--- src/rtl/mrd_src_framer_pkg.sv ---
// Shared types and constants for the Source-phase output framer.
// Holds the framer state encoding, widths and saturation limits.
package mrd_src_pkt;

    localparam int W_IN      = 30;
    localparam int W_OUT     = 18;
    localparam int W_EXP     = 6;
    localparam int W_SH      = 4;
    localparam int W_LEN     = 12;
    localparam int SHIFT_MAX = 12;

    localparam int SAT_MAX = (1 << (W_OUT - 1)) - 1;
    localparam int SAT_MIN = -(1 << (W_OUT - 1));

    typedef enum logic [1:0] {
        IDLE,
        PKT,
        DISCARD
    } state_t;

    function automatic logic [W_SH-1:0] clamp_shift(
        input logic [W_SH-1:0] s
    );
        if (s > W_SH'(SHIFT_MAX)) begin
            return W_SH'(SHIFT_MAX);
        end
        return s;
    endfunction

endpackage

--- src/rtl/mrd_rnd_sat.sv ---
// Two-stage round-half-up, arithmetic right shift and saturation.
// Stage 1 registers the rounded sum, stage 2 the clipped result.
module mrd_rnd_sat #(
    parameter int W_IN  = 30,
    parameter int W_OUT = 18
) (
    input  logic                                clk,
    input  logic                                rst_n,
    input  logic                                en1,
    input  logic                                en2,
    input  logic signed [W_IN-1:0]              x,
    input  logic        [mrd_src_pkt::W_SH-1:0] s,
    output logic signed [W_OUT-1:0]             y,
    output logic                                clip
);
    import mrd_src_pkt::*;

    localparam logic signed [W_IN:0] Y_MAX =
        {{(W_IN - W_OUT + 2){1'b0}}, {(W_OUT - 1){1'b1}}};
    localparam logic signed [W_IN:0] Y_MIN =
        {{(W_IN - W_OUT + 2){1'b1}}, {(W_OUT - 1){1'b0}}};

    logic signed [W_IN:0]    bias;
    logic signed [W_IN:0]    t_d;
    logic signed [W_IN:0]    t_q;
    logic signed [W_IN:0]    sh_v;
    logic        [W_SH-1:0]  s_q;
    logic signed [W_OUT-1:0] y_d;
    logic                    clip_d;

    always_comb begin
        bias = '0;
        if (s != '0) begin
            bias = (W_IN + 1)'(1) << (s - 1'b1);
        end
    end

    // One guard bit keeps the rounding add from wrapping.
    assign t_d  = {x[W_IN-1], x} + bias;
    assign sh_v = t_q >>> s_q;

    always_comb begin
        y_d    = sh_v[W_OUT-1:0];
        clip_d = 1'b0;
        if (sh_v > Y_MAX) begin
            y_d    = Y_MAX[W_OUT-1:0];
            clip_d = 1'b1;
        end else if (sh_v < Y_MIN) begin
            y_d    = Y_MIN[W_OUT-1:0];
            clip_d = 1'b1;
        end
    end

    always_ff @(posedge clk) begin
        if (!rst_n) begin
            t_q  <= '0;
            s_q  <= '0;
            y    <= '0;
            clip <= 1'b0;
        end else begin
            if (en1) begin
                t_q <= t_d;
                s_q <= s;
            end
            if (en2) begin
                y    <= y_d;
                clip <= clip_d;
            end
        end
    end

endmodule

--- src/rtl/mrd_src_framer.sv ---
// Re-frames the memory top's Source stream into 18-bit packets with
// per-packet requantisation, length checking and saturation report.
module mrd_src_framer #(
    parameter int W_IN  = mrd_src_pkt::W_IN,
    parameter int W_OUT = mrd_src_pkt::W_OUT,
    parameter int W_EXP = mrd_src_pkt::W_EXP
) (
    input  logic                                 clk,
    input  logic                                 rst_n,
    input  logic                                 src_valid,
    input  logic                                 src_sop,
    input  logic                                 src_eop,
    input  logic signed [W_IN-1:0]               src_real,
    input  logic signed [W_IN-1:0]               src_imag,
    input  logic signed [W_EXP-1:0]              src_exp,
    input  logic        [mrd_src_pkt::W_LEN-1:0] dftpts,
    input  logic        [mrd_src_pkt::W_SH-1:0]  shift_amt,
    output logic                                 out_valid,
    output logic                                 out_sop,
    output logic                                 out_eop,
    output logic signed [W_OUT-1:0]              out_real,
    output logic signed [W_OUT-1:0]              out_imag,
    output logic signed [W_EXP:0]                out_exp,
    output logic                                 out_sat,
    output logic                                 len_err
);
    import mrd_src_pkt::*;

    state_t state_q, state_d;

    logic [W_LEN-1:0] cnt_q, cnt_d;
    logic [W_LEN-1:0] len_q, len_d;
    logic [W_LEN-1:0] idx, lim;
    logic [W_SH-1:0]  sh_q, sh_d, sh_use;

    logic start, emit, e_sop, e_eop, e_lerr;

    logic signed [W_EXP:0] exp_new, s1_exp;
    logic s1_valid, s1_sop, s1_eop, s1_lerr;
    logic sticky_q, clip_re, clip_im, clip_any;

    // A sop sample uses the freshly sampled parameters, not the latches.
    always_comb begin
        state_d = state_q;
        cnt_d   = cnt_q;
        len_d   = len_q;
        sh_d    = sh_q;
        start   = 1'b0;
        emit    = 1'b0;
        e_sop   = 1'b0;
        e_eop   = 1'b0;
        e_lerr  = 1'b0;
        idx     = cnt_q + 1'b1;
        lim     = len_q - 1'b1;
        if (src_valid) begin
            unique case (state_q)
                IDLE: start = src_sop;
                PKT: begin
                    start  = src_sop;
                    emit   = 1'b1;
                    e_lerr = src_sop;
                end
                DISCARD: begin
                    start = src_sop;
                    if (!src_sop && src_eop) begin
                        state_d = IDLE;
                    end
                end
                default: ;
            endcase
            if (start) begin
                len_d   = dftpts;
                sh_d    = clamp_shift(shift_amt);
                idx     = '0;
                lim     = dftpts - 1'b1;
                emit    = 1'b1;
                e_sop   = 1'b1;
                state_d = PKT;
            end
            if (emit) begin
                cnt_d = idx;
                if (src_eop) begin
                    e_eop   = 1'b1;
                    state_d = IDLE;
                    if (idx != lim) begin
                        e_lerr = 1'b1;
                    end
                end else if (idx == lim) begin
                    e_eop   = 1'b1;
                    e_lerr  = 1'b1;
                    state_d = DISCARD;
                end else begin
                    state_d = PKT;
                end
            end
        end
    end

    assign sh_use  = start ? clamp_shift(shift_amt) : sh_q;
    assign exp_new = {src_exp[W_EXP-1], src_exp}
                   + $signed({{(W_EXP + 1 - W_SH){1'b0}}, sh_use});

    always_ff @(posedge clk) begin
        if (!rst_n) begin
            state_q <= IDLE;
            cnt_q   <= '0;
            len_q   <= '0;
            sh_q    <= '0;
        end else begin
            state_q <= state_d;
            cnt_q   <= cnt_d;
            len_q   <= len_d;
            sh_q    <= sh_d;
        end
    end

    mrd_rnd_sat #(
        .W_IN  (W_IN),
        .W_OUT (W_OUT)
    ) u_re (
        .clk   (clk),
        .rst_n (rst_n),
        .en1   (emit),
        .en2   (s1_valid),
        .x     (src_real),
        .s     (sh_use),
        .y     (out_real),
        .clip  (clip_re)
    );

    mrd_rnd_sat #(
        .W_IN  (W_IN),
        .W_OUT (W_OUT)
    ) u_im (
        .clk   (clk),
        .rst_n (rst_n),
        .en1   (emit),
        .en2   (s1_valid),
        .x     (src_imag),
        .s     (sh_use),
        .y     (out_imag),
        .clip  (clip_im)
    );

    assign clip_any = clip_re | clip_im;

    always_ff @(posedge clk) begin
        if (!rst_n) begin
            s1_valid  <= 1'b0;
            s1_sop    <= 1'b0;
            s1_eop    <= 1'b0;
            s1_lerr   <= 1'b0;
            s1_exp    <= '0;
            out_valid <= 1'b0;
            out_sop   <= 1'b0;
            out_eop   <= 1'b0;
            len_err   <= 1'b0;
            out_exp   <= '0;
            sticky_q  <= 1'b0;
        end else begin
            s1_valid  <= emit;
            s1_sop    <= e_sop;
            s1_eop    <= e_eop;
            s1_lerr   <= e_lerr;
            if (e_sop) begin
                s1_exp <= exp_new;
            end
            out_valid <= s1_valid;
            out_sop   <= s1_sop;
            out_eop   <= s1_eop;
            len_err   <= s1_lerr;
            if (s1_sop) begin
                out_exp <= s1_exp;
            end
            if (out_valid) begin
                sticky_q <= out_sop ? clip_any : (sticky_q | clip_any);
            end
        end
    end

    // Sticky covers earlier samples of this packet only; a sop sample starts fresh.
    assign out_sat = out_valid & out_eop
                   & (clip_any | (sticky_q & ~out_sop));

endmodule

--- config.mk ---
export PLATFORM = sky130hd
export DESIGN_NAME = mrd_src_framer
export DESIGN_NICKNAME = d
export VERILOG_FILES = /design/src/rtl/mrd_src_framer_pkg.sv /design/src/rtl/mrd_rnd_sat.sv /design/src/rtl/mrd_src_framer.sv
export SDC_FILE = /design/constraint.sdc
export NUM_CORES = 1
export LEC_CHECK = 0
export ABC_AREA = 0
export BUFFER_PORTS_ARGS = -buffer_cell sky130_fd_sc_hd__buf_4
export CORE_AREA = 4 4 165 167
export CTS_CLUSTER_DIAMETER = 50
export CTS_CLUSTER_SIZE = 28
export DETAILED_ROUTE_END_ITERATION = 16
export DIE_AREA = 0 0 169 171
export GPL_TIMING_DRIVEN = 0
export PLACE_DENSITY = 0.79
export SLEW_MARGIN = 20
export SYNTH_ARGS = -nofsm -noshare
export SYNTH_HDL_FRONTEND = slang
export SYNTH_HIERARCHICAL = 1
export SYNTH_SLANG_ARGS = --single-unit
--- constraint.sdc ---
create_clock -name clk -period 6.5 [get_ports clk]
set_clock_uncertainty 0.1 [all_clocks]
set_input_delay 0.325 -clock clk [delete_from_list [all_inputs] [get_ports clk]]
set_output_delay 0.325 -clock clk [all_outputs]
set_load 0.02 [all_outputs]
==> results of run 1 <==
==> power by group <==
| group | internal [uW] | switching, uW |
|---|---|---|
| logic | 279 | 366 |
| registers | 1040 | 67.4 |
| clock network | 580 | 452 |
==> cell families (layout without fill, tap and decap cells) <==
family / after synthesis / count (layout) / share of synthesized area (%)
and+or+nand+nor: 535 / 535 / 21.4
AOI/OAI and AO/OA: 385 / 385 / 22.0
DFF: 161 / 161 / 25.5
muxes: 159 / 159 / 18.5
buffers and inverters: 140 / 304 / 5.13
adders and majority gates: 43 / 43 / 4.43
xor gates and xnor gates: 43 / 43 / 3.09
other: 2 / 3 / 0.0594
==> cells in the mapped netlist, types with 5 or more instances <==
cell type | number | area (um^2)
sky130_fd_sc_hd__o31ai_1 | 5 | 37.5
sky130_fd_sc_hd__and4_1 | 5 | 43.8
sky130_fd_sc_hd__a21boi_0 | 25 | 188
sky130_fd_sc_hd__a211oi_1 | 40 | 300
sky130_fd_sc_hd__buf_1 | 6 | 22.5
sky130_fd_sc_hd__and2_1 | 26 | 163
sky130_fd_sc_hd__mux2_2 | 28 | 315
sky130_fd_sc_hd__ha_1 | 40 | 500
sky130_fd_sc_hd__o21ai_0 | 80 | 400
sky130_fd_sc_hd__o211ai_1 | 34 | 255
sky130_fd_sc_hd__xor2_1 | 8 | 70.1
sky130_fd_sc_hd__dfxtp_1 | 161 | 3220
sky130_fd_sc_hd__nand2_1 | 134 | 503
sky130_fd_sc_hd__xnor2_1 | 34 | 298
sky130_fd_sc_hd__and3_1 | 29 | 181
sky130_fd_sc_hd__a32oi_1 | 11 | 96.3
sky130_fd_sc_hd__a21oi_1 | 49 | 245
sky130_fd_sc_hd__a2111oi_0 | 6 | 52.6
sky130_fd_sc_hd__a211oi_2 | 20 | 250
sky130_fd_sc_hd__mux4_2 | 54 | 1220
sky130_fd_sc_hd__buf_4 | 9 | 67.6
sky130_fd_sc_hd__nor2b_1 | 29 | 181
sky130_fd_sc_hd__nand4_1 | 13 | 81.3
sky130_fd_sc_hd__a21bo_2 | 5 | 50.1
sky130_fd_sc_hd__nand4b_1 | 6 | 52.6
sky130_fd_sc_hd__buf_2 | 17 | 85.1
sky130_fd_sc_hd__nor3_1 | 31 | 155
sky130_fd_sc_hd__a31oi_1 | 30 | 188
sky130_fd_sc_hd__o21bai_1 | 10 | 75.1
sky130_fd_sc_hd__inv_1 | 32 | 120
sky130_fd_sc_hd__a21o_1 | 23 | 173
sky130_fd_sc_hd__buf_6 | 9 | 101
sky130_fd_sc_hd__nor2_1 | 124 | 465
sky130_fd_sc_hd__clkbuf_1 | 63 | 236
sky130_fd_sc_hd__mux2i_1 | 75 | 751
sky130_fd_sc_hd__nand2b_1 | 14 | 87.6
sky130_fd_sc_hd__nand3_1 | 72 | 360
sky130_fd_sc_hd__or3_1 | 6 | 37.5
sky130_fd_sc_hd__nor4_1 | 16 | 100
==> final cells by class <==
class                   instances  area (um^2)
well taps                     335          419
multi-input cells            1167         8780
diodes                          1         2.50
clock buffers                  17          425
flip-flops and latches        161         3220
fillers                      2232        11100
repair buffers                132          991
clock inverters                15          174
inverters                      35          131
plain buffers                 105          518
==> worst max-delay path by stage <==
stage | from | end | slack [ns] | depth (start not counted)
2_1_floorplan | state_q[0]$_SDFFE_PN0P_ | u_im/t_q[30]$_SDFFE_PN0P_ | 2.85 | 16
3_3_place_gp | state_q[0]$_SDFFE_PN0P_ | u_im/t_q[30]$_SDFFE_PN0P_ | 1.69 | 16
3_5_place_dp | state_q[0]$_SDFFE_PN0P_ | u_im/t_q[30]$_SDFFE_PN0P_ | 1.66 | 16
4_1_cts | state_q[0]$_SDFFE_PN0P_ | u_im/t_q[30]$_SDFFE_PN0P_ | 1.64 | 16
5_1_grt | state_q[0]$_SDFFE_PN0P_ | u_re/t_q[30]$_SDFFE_PN0P_ | 1.11 | 16
6_report | state_q[0]$_SDFFE_PN0P_ | u_im/t_q[30]$_SDFFE_PN0P_ | 1.49 | 16
==> per-layer routing <==
layer	vias to the layer above	routed length [um]	GRT usage [%]
met5	-	0	0
met2	570	17400	40.6
met1	5918	16200	33.9
li1	5841	-	-
met3	68	2850	4.21
met4	0	840	8.61
==> state kept, by name, indices dropped and copies added (netlist names), 2 cells and up <==
signal	count
u_im/t_q	31
u_re/t_q	31
u_re/y	18
u_im/y	18
out_exp	7
len_q	12
u_re/s_q	4
u_im/s_q	4
sh_q	4
s1_exp	7
cnt_q	12
state_q	2
==> placed cells by master (no fill, tap or decap), types with 8 or more instances in the layout <==
master                      count
sky130_fd_sc_hd__dfxtp_1      161
sky130_fd_sc_hd__buf_4        141
sky130_fd_sc_hd__nand2_1      134
sky130_fd_sc_hd__nor2_1       124
sky130_fd_sc_hd__o21ai_0       80
sky130_fd_sc_hd__mux2i_1       75
sky130_fd_sc_hd__nand3_1       72
sky130_fd_sc_hd__clkbuf_1      63
sky130_fd_sc_hd__mux4_2        54
sky130_fd_sc_hd__a21oi_1       49
sky130_fd_sc_hd__a211oi_1      40
sky130_fd_sc_hd__ha_1          40
sky130_fd_sc_hd__xnor2_1       34
sky130_fd_sc_hd__o211ai_1      34
sky130_fd_sc_hd__inv_1         32
sky130_fd_sc_hd__nor3_1        31
sky130_fd_sc_hd__a31oi_1       30
sky130_fd_sc_hd__nor2b_1       29
sky130_fd_sc_hd__and3_1        29
sky130_fd_sc_hd__mux2_2        28
sky130_fd_sc_hd__and2_1        26
sky130_fd_sc_hd__a21boi_0      25
sky130_fd_sc_hd__a21o_1        23
sky130_fd_sc_hd__a211oi_2      20
sky130_fd_sc_hd__buf_2         17
sky130_fd_sc_hd__clkbuf_16     17
sky130_fd_sc_hd__nor4_1        16
sky130_fd_sc_hd__nand2b_1      14
sky130_fd_sc_hd__nand4_1       13
sky130_fd_sc_hd__a32oi_1       11
sky130_fd_sc_hd__o21bai_1      10
sky130_fd_sc_hd__buf_6          9
sky130_fd_sc_hd__xor2_1         8
==> tightest hold or removal path, stage by stage <==
cell and delay (ns):
sky130_fd_sc_hd__buf_4 0.12, sky130_fd_sc_hd__nand2_1 0.05, sky130_fd_sc_hd__a21boi_0 0.06
==> metrics by stage <==
stage	std cells	area, um^2	power (uW)	setup slack [ns]	utilization [%]
finish	1968	14700	2790	1.49	56.9
global route	1968	14700	2900	1.11	56.9
CTS	1967	14700	2780	1.64	56.9
detailed placement	1935	14100	1760	1.66	54.6
global placement	1935	14100	1750	1.69	54.6
floorplan	1468	12700	1540	2.85	-
==> flow_summary.json, run 1 <==
{
  "synth-edff-count": 0,
  "port-buffer-count": 132,
  "clk_root_buffer_cell": "sky130_fd_sc_hd__clkbuf_16",
  "route.detailed.drc": 0,
  "grt.overflow.total": 0,
  "firstDrtPassIters": 6,
  "hold_path_class": "input pin to register",
  "design.final.nets": 1749,
  "clkTransAtPathRegs_ns": 0.08,
  "hold_end": "len_q[0]$_SDFFE_PN0P_",
  "r2r-end": "u_im/t_q[30]$_SDFFE_PN0P_",
  "yosysSeqAreaShare_pct": 25.5,
  "path_delay_family": "compound AO/OA/AOI/OAI gates",
  "synth.lib_cells_used.distinct": 83,
  "period_minus_slack_ns": 5.01,
  "avg_vias_per_cell": 6.30,
  "maxClockFrequency_mhz": 200,
  "synth.ff_latch_count": 161,
  "io-pin-count": 135,
  "remaining_number_of_nets_flagged_by_the_antenna_check_after_routing": 0,
  "grt_setup_unrepaired": "false",
  "vias": 12400,
  "cp_slowest_stage_delay_ns": 0.55,
  "synth_ff_type": "sky130_fd_sc_hd__dfxtp_1",
  "critical_path.n_buffers_inverters": 3,
  "cts_max_level": 4,
  "worst_setup_path_end_kind": "register",
  "vdd_drop_max_mv": 0.154,
  "timing.critical_path.cells": "clkbuf_1 > a21o_1 > clkbuf_1 > nand2_1 > nand2_1 > nand2b_1 > nor3_1 > ha_1 > fa_1 > a211oi_1 > o211ai_1 > a31oi_1 > a211oi_1 > buf_2 > nand3_1 > a32o_1",
  "post_cts_resized": 0,
  "critPathArrivalTime_ns": 5.23,
  "hold_path_depth": 3,
  "areaGrowthSynthToFinish_pct": 15.9,
  "first_global_vias": 11600,
  "syn_avg_cell_area_um2": 8.62,
  "postSynth.asyncResetShare_pct": 0,
  "number_of_antenna_violations_at_the_first_check_in_global_routing": 1,
  "insertion_delay_ns": 0.43,
  "type_of_the_setup_path_with_the_least_slack": "register to register",
  "regToRegStartpoint": "state_q[0]$_SDFFE_PN0P_",
  "cap_violations": 0,
  "coreArea_um2": 25800,
  "tns_ns": 0,
  "power.leakage_uw": 0.00554,
  "layout-drive-gt1-share_pct": 20.3,
  "setup.worst_path.start_class": "register",
  "average_wire_per_standard_cell_um": 19.0,
  "outcome": "finished clean",
  "hold-worst-slack_ns": 0.0775,
  "mappedNetlistArea_um2": 12700,
  "worst_margin_pin_slew_ns": 0.781,
  "cts.sink_count": 161,
  "path_max_fanout": 16,
  "synth.yosys.warnings": 6,
  "detailed_place_hpwl_um": 28300,
  "r2r.worst_path.cells": 16,
  "hold_viol": 0,
  "cp.required_ns": 6.73,
  "cts_setup_buffers": 0,
  "ctsHoldBuffers": 0,
  "synthCells": 1468,
  "power_per_cell_area_nw_per_um2": 190,
  "rows": 59,
  "floorplan.die.width_um": 169,
  "detail_route.iter0.violations": 1190,
  "tritoncts.num_buffers": 17,
  "tcrit_tclk_final_pct": 77.0,
  "globalplace.congestion": 0.937,
  "clock_tree.buffer_depth": 2,
  "total_routed_wirelength_um": 37400,
  "reg2reg_slack_ns": 1.49,
  "first_pass_grt_wire_length_um": 60100,
  "starting_utilization_of_the_core_area_pct": 49.1,
  "clock_tree_from_tritoncts": "done",
  "final_max_slew_viol_count": 0,
  "min-delay-start": "dftpts[0]",
  "die_height_um": 171,
  "final-setup-viol-count": 0,
  "relSlewSlack_pct": 47.9,
  "cpMaxStageDelayCell": "sky130_fd_sc_hd__a211oi_1",
  "syn-num-nets": 1598,
  "grt_usage_pct": 25.0,
  "dieArea_um2": 28900,
  "grt_max_degree": 17
}
Note: power is estimated with default switching activity, not from simulation.
==> run 2, diff against run 1 <==
ABC_AREA = 1   (was 0)
clock period = 4.7 ns   (was 6.5 ns; I/O delays follow)
==> run 2 against run 1 <==
  * Clock power is 28% higher
  * Sequential share of layout area is 0.33 points lower
  * Sequential cell count stayed put
  * Worst hold slack worse by 0.056 ns
  * Non-clock buffer count is 13 higher
  * Global-route usage is 1.1 points higher
  * Synthesized cell count is 47% higher
  * Die area stayed put
  * Utilization is 0.87 points higher
  * Setup slack worse by 1.2 ns
  * Highest routed layer unchanged
==> flow_summary.json, run 2 <==
{
  "path_max_fanout": 10,
  "clkTransAtPathRegs_ns": 0.07,
  "post-synth-top-area-cell": "sky130_fd_sc_hd__dfxtp_1",
  "firstDrtPassIters": 6,
  "most-common-layout-cells": "sky130_fd_sc_hd__nand2_1 (628), sky130_fd_sc_hd__o21ai_0 (259), sky130_fd_sc_hd__inv_1 (209)",
  "worst_setup_path_end_kind": "register",
  "maxClockFrequency_mhz": 226,
  "first_global_vias": 13400,
  "grt_max_degree": 17,
  "worst_margin_pin_slew_ns": 0.619,
  "avg_vias_per_cell": 5.41,
  "synth_commonest_cells": "sky130_fd_sc_hd__nand2_1 (629), sky130_fd_sc_hd__o21ai_0 (259), sky130_fd_sc_hd__inv_1 (209), sky130_fd_sc_hd__nor2_1 (209), sky130_fd_sc_hd__nand3_1 (187)",
  "detail_route.iter0.violations": 1245,
  "syn_avg_cell_area_um2": 5.89,
  "cpMaxStageDelayCell": "sky130_fd_sc_hd__ha_1",
  "final_cell_area_um2": 14900,
  "cp.required_ns": 4.93,
  "io-pin-count": 135,
  "critical_path.most_common_cell": "sky130_fd_sc_hd__nand2_1",
  "die_height_um": 171,
  "final_max_slew_viol_count": 0,
  "cts_max_level": 4,
  "fraction_of_synthesized_cell_area_taken_by_the_top_area_cell_type_pct": 25.3,
  "relSlewSlack_pct": 58.8,
  "route.detailed.drc": 0,
  "floorplan.die.width_um": 169,
  "layout-drive-gt1-share_pct": 11.4,
  "period_minus_slack_ns": 4.43,
  "yosysSeqAreaShare_pct": 25.3,
  "placement.cell_area_um2": 14200,
  "outcome": "finished clean",
  "ranking_of_synthesized_cells_by_area": "sky130_fd_sc_hd__dfxtp_1 (25%), sky130_fd_sc_hd__nand2_1 (19%), sky130_fd_sc_hd__o21ai_0 (10%)",
  "tcrit_tclk_final_pct": 94.3,
  "globalplace.congestion": 0.943,
  "postSynth.asyncResetShare_pct": 0,
  "dieArea_um2": 28900,
  "port-buffer-count": 133,
  "type_of_the_setup_path_with_the_least_slack": "register to register",
  "syn-num-nets": 2293,
  "setup.worst_path.start_class": "register",
  "cp_slowest_stage_delay_ns": 0.39,
  "vias": 14500,
  "yosysMostFrequentCell": "sky130_fd_sc_hd__nand2_1",
  "coreArea_um2": 25800,
  "layout.cells.most_common": "sky130_fd_sc_hd__nand2_1",
  "final-setup-viol-count": 0,
  "synth.lib_cells_used.distinct": 46,
  "design.final.nets": 2460,
  "post_layout_util_pct": 57.8,
  "starting_utilization_of_the_core_area_pct": 49.4,
  "synth.yosys.warnings": 6,
  "synth-edff-count": 0,
  "synth_ff_type": "sky130_fd_sc_hd__dfxtp_1",
  "grt.overflow.total": 0,
  "rows": 59,
  "synth.ff_latch_count": 161,
  "cap_violations": 0,
  "remaining_number_of_nets_flagged_by_the_antenna_check_after_routing": 0,
  "hold_viol": 0,
  "areaGrowthSynthToFinish_pct": 16.9,
  "number_of_antenna_violations_at_the_first_check_in_global_routing": 1,
  "power.leakage_uw": 0.00725,
  "detailed_place_hpwl_um": 30900,
  "synthCells": 2163,
  "vdd_drop_max_mv": 0.260,
  "total_routed_wirelength_um": 39300,
  "largest_registers": "u_im/t_q: 31 flops, u_re/t_q: 31 flops",
  "average_wire_per_standard_cell_um": 14.7,
  "power_per_cell_area_nw_per_um2": 272,
  "cts.sink_count": 161,
  "timing.critical_path.cells": "nand2_2 > nand2_4 > buf_6 > nor2_4 > clkinvlp_4 > clkbuf_2 > nand2_1 > nand2_2 > inv_1 > nor2_1 > nand2_1 > nor2_1 > ha_1 > nand4_1 > nor3_1 > nand4_1 > nand3_1 > and2_0 > nand2_1 > nand2_1 > nand3_1 > nand2_1 > inv_1",
  "insertion_delay_ns": 0.44,
  "grt_setup_unrepaired": "false",
  "grt_usage_pct": 26.1,
  "clock_tree_from_tritoncts": "done",
  "mappedNetlistArea_um2": 12700,
  "tritoncts.num_buffers": 17,
  "hold_path_class": "input pin to register",
  "first_pass_grt_wire_length_um": 63500,
  "clock_tree.buffer_depth": 2,
  "critPathArrivalTime_ns": 4.67,
  "clk_root_buffer_cell": "sky130_fd_sc_hd__clkbuf_16"
}
run 2: final cells by class:
cell class / instances / area, um^2
tap: 335 / 419
multi-input combinational: 1676 / 8190
antenna: 1 / 2.50
clock inverter: 15 / 126
clock buffer: 17 / 425
inverter: 224 / 848
buffer: 102 / 515
fill: 2540 / 10900
timing repair buffer: 148 / 1140
sequential: 161 / 3220
run 2: per-layer routing:
layer  track usage [%]  share of wire [%]
met1              35.8                 46
met2              43.1                 45
met3              4.07                7.2
met4              6.69                1.8
met5                 0                  0
run 2: stage by stage:
step / total power [uW] / cells / setup slack, ns / hold WS [ns] / setup TNS, ns
after CTS: 4040 / 2674 / 0.0608 / 0.00103 / 0
after floorplan: 2360 / 2163 / 1.04 / 0.278 / 0
final: 4050 / 2679 / 0.266 / 0.0214 / 0
after detailed placement: 2720 / 2631 / -0.0719 / 0.311 / -0.490
after global routing: 4270 / 2679 / 0.000455 / 0.0272 / 0
after global placement: 2690 / 2631 / -0.177 / 0.302 / -0.754
run 2: report_power, final:
group	internal [uW]	switching, uW
combinational	423	792
sequential	1460	60.8
clock	692	627
run 2: what timing repair did:
action | 4_1_cts | 5_1_grt
hold buffers | 11 | 0
hold endpoints to repair | 11 | 0
gates cloned | 0 | 0
endpoints found under the setup margin | 10 | 26
resized for setup | 1 | 13
setup buffers | 0 | 4
run 2: final timing paths:
| check | start | end | slack, ns | cells after the start |
|---|---|---|---|---|
| max | state_q[1]$_SDFFE_PN0P_ | u_re/t_q[23]$_SDFFE_PN0P_ | 0.27 | 23 |
| min | src_imag[29] | u_im/t_q[29]$_SDFFE_PN0P_ | 0.02 | 5 |
| max reg2reg | state_q[1]$_SDFFE_PN0P_ | u_re/t_q[23]$_SDFFE_PN0P_ | 0.27 | 23 |
| min reg2reg | s1_lerr$_SDFF_PN0_ | len_err$_SDFF_PN0_ | 0.32 | 2 |
run 2: critical path: cells and delay by family, from the launching register on:
family / cells / cell delay [ns]
fa+ha+maj: 1 / 0.39
buf+inv: 5 / 0.89
flops: 1 / 0.34
simple gates: 17 / 2.62
run 2: cell families after synthesis:
| group | share of synthesized area [%] |
|---|---|
| flops | 25.3 |
| fa+ha+maj | 4.40 |
| simple gates | 38.1 |
| xor+xnor | 2.41 |
| buf+inv | 10.6 |
| compound gates | 19.1 |
| other cells | 0.0589 |
